## config.mk

```make
export PLATFORM = sky130hd
export DESIGN_NAME = freq_sweep_ctrl
export DESIGN_NICKNAME = d
export VERILOG_FILES = /design/src/rtl/freq_ctrl_pkg.sv /design/src/rtl/freq_step_calc.sv /design/src/rtl/freq_sweep_ctrl.sv
export SDC_FILE = /design/constraint.sdc
export NUM_CORES = 1
export LEC_CHECK = 0
export ABC_AREA = 1
export CORE_ASPECT_RATIO = 0.5
export CORE_MARGIN = 3
export CORE_UTILIZATION = 40
export DETAILED_ROUTE_END_ITERATION = 8
export GPL_ROUTABILITY_DRIVEN = 0
export PLACE_DENSITY = 0.59
export REMOVE_ABC_BUFFERS = 1
export SYNTH_ARGS = -nofsm -noshare
export SYNTH_HDL_FRONTEND = slang
export SYNTH_HIERARCHICAL = 1
export SYNTH_SLANG_ARGS = --single-unit
```

## constraint.sdc

```tcl
create_clock -name clk -period 5 [get_ports clk]
set_input_delay 0.75 -clock clk [delete_from_list [all_inputs] [get_ports clk]]
set_output_delay 0.75 -clock clk [all_outputs]
set_load 0.02 [all_outputs]
```

## src/rtl/freq_ctrl_pkg.sv

```systemverilog
// Shared constants and state encoding for the frequency setpoint sequencer.
package freq_ctrl_pkg;

    localparam int F_LO_MIN = 1;
    localparam int F_LO_MAX = 100;
    localparam int F_HI_MIN = 1000;
    localparam int F_HI_MAX = 2000;
    localparam int STEP_LO  = 1;
    localparam int STEP_HI  = 100;

    typedef enum logic [1:0] {
        IDLE  = 2'd0,
        OFFER = 2'd1,
        DWELL = 2'd2
    } state_t;

endpackage

```

## src/rtl/freq_step_calc.sv

```systemverilog
// Combinational one-step neighbour of a (freq, mode) setpoint, wrapping across the two ranges.
module freq_step_calc
    import freq_ctrl_pkg::*;
#(
    parameter int FREQ_W = 12
) (
    input  logic [FREQ_W-1:0] freq,
    input  logic              mode,
    input  logic              up,
    output logic [FREQ_W-1:0] next_freq,
    output logic              next_mode,
    output logic              wrap
);

    // Range limits use >= / <= so an out-of-range value can never step further out.
    always_comb begin
        next_freq = freq;
        next_mode = mode;
        wrap      = 1'b0;
        if (up) begin
            if (!mode) begin
                if (freq >= FREQ_W'(F_LO_MAX)) begin
                    next_freq = FREQ_W'(F_HI_MIN);
                    next_mode = 1'b1;
                    wrap      = 1'b1;
                end else begin
                    next_freq = freq + FREQ_W'(STEP_LO);
                end
            end else begin
                if (freq >= FREQ_W'(F_HI_MAX)) begin
                    next_freq = FREQ_W'(F_LO_MIN);
                    next_mode = 1'b0;
                    wrap      = 1'b1;
                end else begin
                    next_freq = freq + FREQ_W'(STEP_HI);
                end
            end
        end else begin
            if (!mode) begin
                if (freq <= FREQ_W'(F_LO_MIN)) begin
                    next_freq = FREQ_W'(F_HI_MAX);
                    next_mode = 1'b1;
                    wrap      = 1'b1;
                end else begin
                    next_freq = freq - FREQ_W'(STEP_LO);
                end
            end else begin
                if (freq <= FREQ_W'(F_HI_MIN)) begin
                    next_freq = FREQ_W'(F_LO_MAX);
                    next_mode = 1'b0;
                    wrap      = 1'b1;
                end else begin
                    next_freq = freq - FREQ_W'(STEP_HI);
                end
            end
        end
    end

endmodule

```

## src/rtl/freq_sweep_ctrl.sv

```systemverilog
// Setpoint sequencer: manual steps, auto sweep with dwell, valid/ack delivery.
// Define SWEEP_PINGPONG_EN to make auto sweep reverse at the range extremes instead of wrapping.
module freq_sweep_ctrl
    import freq_ctrl_pkg::*;
#(
    parameter int FREQ_W    = 12,
    parameter int DWELL_CYC = 12_500_000,
    parameter int CNT_W     = 24
) (
    input  logic              clk,
    input  logic              rst_n,
    input  logic              step_up,
    input  logic              step_dn,
    input  logic              sweep_en,
    input  logic              dir,
    input  logic              freq_ack,
    output logic [FREQ_W-1:0] freq,
    output logic              mode,
    output logic              freq_valid,
    output logic              busy,
    output logic              wrap,
    output logic [1:0]        state
);

    // Handshake: freq/mode are offered while freq_valid=1 and are held until a
    // cycle with freq_ack=1; that edge completes the transfer and drops freq_valid.

    state_t             state_q;
    logic [CNT_W-1:0]   cnt;
    logic               manual_cmd;
    logic               auto_up;
    logic               auto_flip;
    logic               calc_up;
    logic [FREQ_W-1:0]  nxt_freq;
    logic               nxt_mode;
    logic               nxt_wrap;

    assign state      = state_q;
    assign manual_cmd = step_up ^ step_dn;

`ifdef SWEEP_PINGPONG_EN
    logic dir_q;
    logic at_top;
    logic at_bot;

    assign at_top    = mode && (freq == FREQ_W'(F_HI_MAX));
    assign at_bot    = !mode && (freq == FREQ_W'(F_LO_MIN));
    assign auto_up   = dir_q ? !at_top : at_bot;
    assign auto_flip = dir_q ? at_top : at_bot;
`else
    assign auto_up   = dir;
    assign auto_flip = 1'b0;
`endif

    assign calc_up = manual_cmd ? step_up : auto_up;

    freq_step_calc #(.FREQ_W(FREQ_W)) u_calc (
        .freq      (freq),
        .mode      (mode),
        .up        (calc_up),
        .next_freq (nxt_freq),
        .next_mode (nxt_mode),
        .wrap      (nxt_wrap)
    );

    always_ff @(posedge clk or negedge rst_n) begin
        if (!rst_n) begin
            state_q    <= IDLE;
            freq       <= FREQ_W'(F_LO_MIN);
            mode       <= 1'b0;
            freq_valid <= 1'b0;
            busy       <= 1'b0;
            wrap       <= 1'b0;
            cnt        <= '0;
`ifdef SWEEP_PINGPONG_EN
            dir_q      <= 1'b0;
`endif
        end else begin
            wrap <= 1'b0;
            case (state_q)
                IDLE: begin
                    if (manual_cmd) begin
                        freq       <= nxt_freq;
                        mode       <= nxt_mode;
                        wrap       <= nxt_wrap;
                        freq_valid <= 1'b1;
                        busy       <= 1'b1;
                        state_q    <= OFFER;
                    end else if (sweep_en) begin
                        cnt     <= '0;
                        state_q <= DWELL;
`ifdef SWEEP_PINGPONG_EN
                        dir_q   <= dir;
`endif
                    end
                end
                OFFER: begin
                    if (freq_ack) begin
                        freq_valid <= 1'b0;
                        busy       <= 1'b0;
                        cnt        <= '0;
                        state_q    <= sweep_en ? DWELL : IDLE;
                    end
                end
                DWELL: begin
                    if (manual_cmd) begin
                        freq       <= nxt_freq;
                        mode       <= nxt_mode;
                        wrap       <= nxt_wrap;
                        freq_valid <= 1'b1;
                        busy       <= 1'b1;
                        cnt        <= '0;
                        state_q    <= OFFER;
                    end else if (!sweep_en) begin
                        cnt     <= '0;
                        state_q <= IDLE;
                    end else if (cnt == CNT_W'(DWELL_CYC - 1)) begin
                        freq       <= nxt_freq;
                        mode       <= nxt_mode;
                        wrap       <= nxt_wrap;
                        freq_valid <= 1'b1;
                        busy       <= 1'b1;
                        cnt        <= '0;
                        state_q    <= OFFER;
`ifdef SWEEP_PINGPONG_EN
                        if (auto_flip) dir_q <= ~dir_q;
`endif
                    end else begin
                        cnt <= cnt + 1'b1;
                    end
                end
                default: state_q <= IDLE;
            endcase
        end
    end

    // auto_flip only drives the ping-pong direction register.
    logic unused_ok;
    assign unused_ok = auto_flip;

endmodule

```

### Yosys cells after proc, flatten, opt, wreduce, memory -nomap -nowiden

Index checks and enable logic that the tools add are counted.

| operators by class | value |
|---|---|
| add/subtract/negate cells | 5 |
| order comparisons | 4 |
| equal/unequal tests | 11 |
| mux-type cells | 56 |
| bitwise logic cells | 1 |
| reduce and logical (&&, ||, !) cells | 7 |

Operator list:

| operator | count |
|---|---|
| $mux 24 | 6 |
| $mux 12 | 11 |
| $pmux 24 s3 | 1 |
| $mux 1 | 26 |
| $add 24x1->24 const B | 1 |
| $eq 24x24->1 const B | 1 |
| $pmux 12 s2 | 1 |
| $mux 2 | 7 |
| $add 12x1->12 const B | 1 |
| $add 12x7->12 const B | 1 |
| $ge 12x11->1 const B | 1 |
| $ge 12x7->1 const B | 1 |
| $le 12x1->1 const B | 1 |
| $le 12x10->1 const B | 1 |
| $sub 12x1->12 const B | 1 |
| $sub 12x7->12 const B | 1 |
| $ne 3x3->1 const B | 3 |
| $ne 2x2->1 const B | 4 |
| $reduce_and 4->1 | 2 |
| $pmux 2 s3 | 1 |
| $reduce_and 5->1 | 1 |
| $ne 4x4->1 const B | 1 |
| $pmux 1 s2 | 2 |
| $pmux 1 s3 | 1 |
| other kinds (7) | 7 |

| word-level totals | value |
|---|---|
| bits in registers | 41 |
| input bits | 7 |
| output and inout port bits | 18 |
| word-level logic and storage cells | 90 |

### Longest topological paths before layout

| depth | value |
|---|---|
| depth after elaboration | 8 |
| gate-level depth with buffers | 15 |

### By module

Netlist, hierarchy kept.

Modules (own cells, without submodules):

| module | instances | cells each | area each (um^2) |
|---|---|---|---|
| freq_sweep_ctrl | 1 | 334 | 2388.5 |
| freq_step_calc | 1 | 261 | 1373.8 |

### Least setup slack after synthesis

No wires, ideal clock.

| path | value |
|---|---|
| kind | input to register |
| from | input port step_up |
| to | register freq[3] |
| setup time | 0.118 ns |
| arrival time | 1.865 ns |
| data required time | 4.882 ns |
| slack | 3.017 ns |
| stages | 15 |
| buffers on the path | 2 |
| path through | inv_1 nand2_1 nand2_2 nand2_1 o21ai_0 clkbuf_2 inv_1 buf_2 nand3_1 nand2_1 o21ai_2 nand2_1 inv_1 nand4_1 nand2_1 |

| on the way | value |
|---|---|
| word-level cells in the longest chain between the ends | 7 |
| elaborated cells between the ends (all ways) | 12 |

RTL lines:

| what | line | RTL |
|---|---|---|
| from (decl) | freq_sweep_ctrl.sv:12 | `input logic step_up,` |
| $xor 1x1->1 | freq_sweep_ctrl.sv:39 | `assign manual_cmd = step_up ^ step_dn;` |
| $mux 1 * | freq_sweep_ctrl.sv:55 | `assign calc_up = manual_cmd ? step_up : auto_up;` |
| net calc_up | freq_sweep_ctrl.sv:33 | `logic calc_up;` |
| $mux 12 * | freq_step_calc.sv:20 | `if (up) begin` |
| net nxt_freq[3] | freq_sweep_ctrl.sv:34 | `logic [FREQ_W-1:0] nxt_freq;` |
| $mux 12 | freq_sweep_ctrl.sv:117 | `end else if (cnt == CNT_W'(DWELL_CYC - 1)) begin` |
| $mux 12 | freq_sweep_ctrl.sv:114 | `end else if (!sweep_en) begin` |
| $mux 12 | freq_sweep_ctrl.sv:106 | `if (manual_cmd) begin` |
| $pmux 12 s2 * | freq_sweep_ctrl.sv:80 | `case (state_q)` |
| to (signal assigned) | freq_sweep_ctrl.sv:83 | `freq <= nxt_freq;` |
| to (signal assigned) | freq_sweep_ctrl.sv:107 | `freq <= nxt_freq;` |
| to (signal assigned) | freq_sweep_ctrl.sv:118 | `freq <= nxt_freq;` |
| to (decl) | freq_sweep_ctrl.sv:17 | `output logic [FREQ_W-1:0] freq,` |

Mark *: on every way through the listed nets, which the timed path passes. The rest lies on a longest branch. The select of a mux whose other input is x is not followed.
A chain may end at the register's enable or synchronous reset.

### Worst setup path in the final report

| path | value |
|---|---|
| from | input port step_dn |
| to | register freq[3] |

| on the way | value |
|---|---|
| word-level cells in the longest chain between the ends | 7 |
| elaborated cells between the ends (all ways) | 12 |

RTL lines:

| what | line | RTL |
|---|---|---|
| from (decl) | freq_sweep_ctrl.sv:13 | `input logic step_dn,` |
| $xor 1x1->1 * | freq_sweep_ctrl.sv:39 |  |
| $mux 1 * | freq_sweep_ctrl.sv:55 |  |
| net calc_up | freq_sweep_ctrl.sv:33 |  |
| $mux 12 * | freq_step_calc.sv:20 |  |
| net nxt_freq[3] | freq_sweep_ctrl.sv:34 |  |
| $mux 12 | freq_sweep_ctrl.sv:117 |  |
| $mux 12 | freq_sweep_ctrl.sv:114 |  |
| $mux 12 | freq_sweep_ctrl.sv:106 |  |
| $pmux 12 s2 * | freq_sweep_ctrl.sv:80 |  |

Marks and branches as above.

==> results.md <==
* Worst min path class: flop to flop
* Routed len/inst at 13.8 um
* FILL cells at 938
* Setup WS pre-CTS at roughly 1.8 ns
* Post-synth EDFFs at 0
* Root Driver: clkbuf_16
* Clk slew on worst S/H paths at 0.06 ns
* CTS tree: yes
* Max Root-Sink Buffers at 2
* Max Slew Vio Count at 0
* Post-CTS Setup Bufs at 0
* Port Buffer Count at 24
* Status: finished clean
* Number of global-route vias before repair at 3413
* CP Data Required Time at 5.22 ns
* Nets at 625
* Hold Buf Count CTS at 0
* Post-synthesis sequential area ratio at 27.3%
* RSZ-0062 raised after global routing: false
* Leak at slightly above 2 nW
* Htree depth at 2
* Detailed Routing Iterations Pass 1 at 5
* Register bit count reported by yosys at 41
* Cell area after synthesis at 3760 sq um
* Worst slew pin tran at 1.02 ns
* Most frequent cells in the layout: 207 x nand2_1, 65 x nand3_1, 63 x nor2_1
* Final Non-Filler Cells at 726
* Critical Path Source Type: primary input
* Clk_skew at about 0.0039 ns
* Count of clock tree sinks at between 40 and 50
* CTS Buf Count at 5
* ANT cells at 0
* Vias per cell at slightly above 5
* Fmax at 336 MHz
* Most frequent CP cell: nand2_1
* DRT iter0 DRCs at around 270
* Chip Width at 143 um
* Global routing usage on met3 at 3.15%
* Fin crit share at just under 60%
* Area growth syn-to-layout at 10.8%
* Grt total ovfl at 0
* Async SR Flop Fraction at 100%
* Worst Slack Setup Final at 2.02 ns
* Finish-stage setup viols at 0
* Placeable Area at 8920 sq um
* Setup TNS at 0 ns
* Antenna Nets Post-Route at 0
* I/O Pins at 25
* Critical path's top delay family: buffers and inverters
* Initial Util at 42.2%
* Fin crit period at 2.98 ns
* Crit. End Element: flop
* Max_slew headroom at 31.4%
* Cell with the largest stage delay on the worst path: o21ai_1
* Synth Flop Type: dfrtp_1
* Worst Reg2Reg Path Length in Cells at 10
* DIE HEIGHT at 74.6 um
* Via Count at 3726
* Critical path, cell by cell: clkdlybuf4s50_1 > nand2_1 > nand2_2 > nand2_1 > o21ai_1 > inv_1 > nand3_1 > nand2_1 > o21ai_2 > nand2_1 > inv_1 > nand4_1 > nand2_1
* Worst-Skew Late Latency at 0.28 ns
* Routed WL at 10.0 mm
* Final hold violation count at 0
* CP Depth at 13
* First-pass GRT wire length at 17.0 mm
* GR Util met2 at 31.7%
* Die area at 10700 sq um
* Initial antenna violation count at 0
* Global Route Usage Sum at 19.8%
* Site Rows at 24
* PwrDens at 554 nW/um^2
* Share of layout cells above drive strength 1 at 10.0%
* Drt drc at 0
* WHS Path Cells at 2
* Final HPWL DP at 7.31 mm
* Syn avg cell area at 6.32 sq um
* Post-synth cell types at 38
* Gr busiest metal: met2
* CP Buf/Inv Count at 3
* Synthesized instance count at 595
* CTS resizes at 0
* YS warnings at 6
* Largest net degree at the start of global routing at 42
* Most common cell after layout, fill and taps aside: nand2_1
* Crit-path max cell delay at ~0.54 ns
* Cells after DPL at about 700
* Crit Path Max Fanout at 16
* Kind of critical path: primary input to flop
* Maximum VDD drop at 0.000160 V
* Max-cap violations at 0
* Worst EP arrival at 3.20 ns
* Global-route track usage on met1 at 28.5%
layout make-up:
cell class / count / area, sq um / share of cell area [%]
multi-input combinational: 468 / 2350 / 56.3
sequential: 41 / 1030 / 24.6
timing repair buffer: 24 / 235 / 5.64
tap: 117 / 146 / 3.51
inverter: 69 / 272 / 6.51
clock buffer: 7 / 143 / 3.42
power by group:
part	leakage (nW)	switching (W)	internal (W)
clock	0.0700	0.000124	0.000196
sequential	0.547	0.000173	0.000399
combinational	1.43	0.000935	0.000483
total	2.05	0.00123	0.00108
path summary, 6_finish.rpt:
path | end | from | slack, ns
setup / recovery | freq[3] | step_dn | 2.02
hold / removal | busy | busy | 0.49
setup reg to reg | freq[6] | mode | 2.74
hold reg to reg | busy | busy | 0.49
max in group asynchronous | cnt[4] | rst_n | 3.78
min in group asynchronous | freq[10] | rst_n | 0.62
cells in the mapped netlist (2+ instances only):
cell	count	area, sq um
nor2_4	5	56.3
clkbuf_1	2	7.51
nand3b_1	3	22.5
nand4_1	27	169
nor3_1	6	30.0
nand2_2	8	50.1
dfrtp_1	40	1000
nand3_1	65	325
inv_4	5	31.3
nand3_2	4	40.0
o21ai_1	9	45.0
xnor2_1	2	17.5
nor2_2	6	37.5
o21ai_0	11	55.1
inv_1	52	195
o21ai_2	2	17.5
nand2_4	7	78.8
ha_1	9	113
inv_2	12	45.0
buf_6	4	45.0
nor2_1	63	236
a21oi_1	9	45.0
buf_4	4	30.0
nand3_4	2	35.0
o211ai_1	2	15.0
xor2_1	14	123
buf_2	5	25.0
nand2_1	207	777
worst register-to-register path, delay by kind of cell (launching register included):
| kind | cells | cell delay [ns] |
|---|---|---|
| AND/OR/NAND/NOR | 8 | 0.89 |
| flip-flops | 1 | 0.85 |
| buffers and inverters | 2 | 0.45 |
layer usage:
metal	vias to the layer above	wire length (um)	share of wire [%]
li1	1938	-	-
met2	80	4450	44
met1	1698	5080	51
met3	10	413	4.1
met4	0	103	1.0
met5	-	0	0
metrics by stage:
step / util [%] / power, W / instance area (sq um) / hold WS (ns)
detailed placement: 45.2 / 0.00198 / 4030 / 0.487
CTS: 46.8 / 0.00231 / 4170 / 0.502
global route: 46.8 / 0.00252 / 4170 / 0.528
finish: 46.8 / 0.00231 / 4170 / 0.495
global placement: 45.2 / 0.00199 / 4030 / 0.485
floorplan: - / 0.00154 / 3650 / 0.454
registers in the layout, indices dropped and copies added (netlist names):
signal and cells:
cnt 24, freq 12, state 2, busy 1
mode 1, wrap 1
cell families (layout without fill, tap and decap cells):
logic type                 after synthesis  count (layout)  synth area share [%]
DFF                                     41              41                  27.3
AOI/OAI and AO/OA                       37              37                  5.49
adders and majority gates                9               9                  2.99
xor gates and xnor gates                16              16                  3.72
and+or+nand+nor                        406             406                  50.2
buffers and inverters                   86             100                  10.3
(Power assumes the default switching activity.)
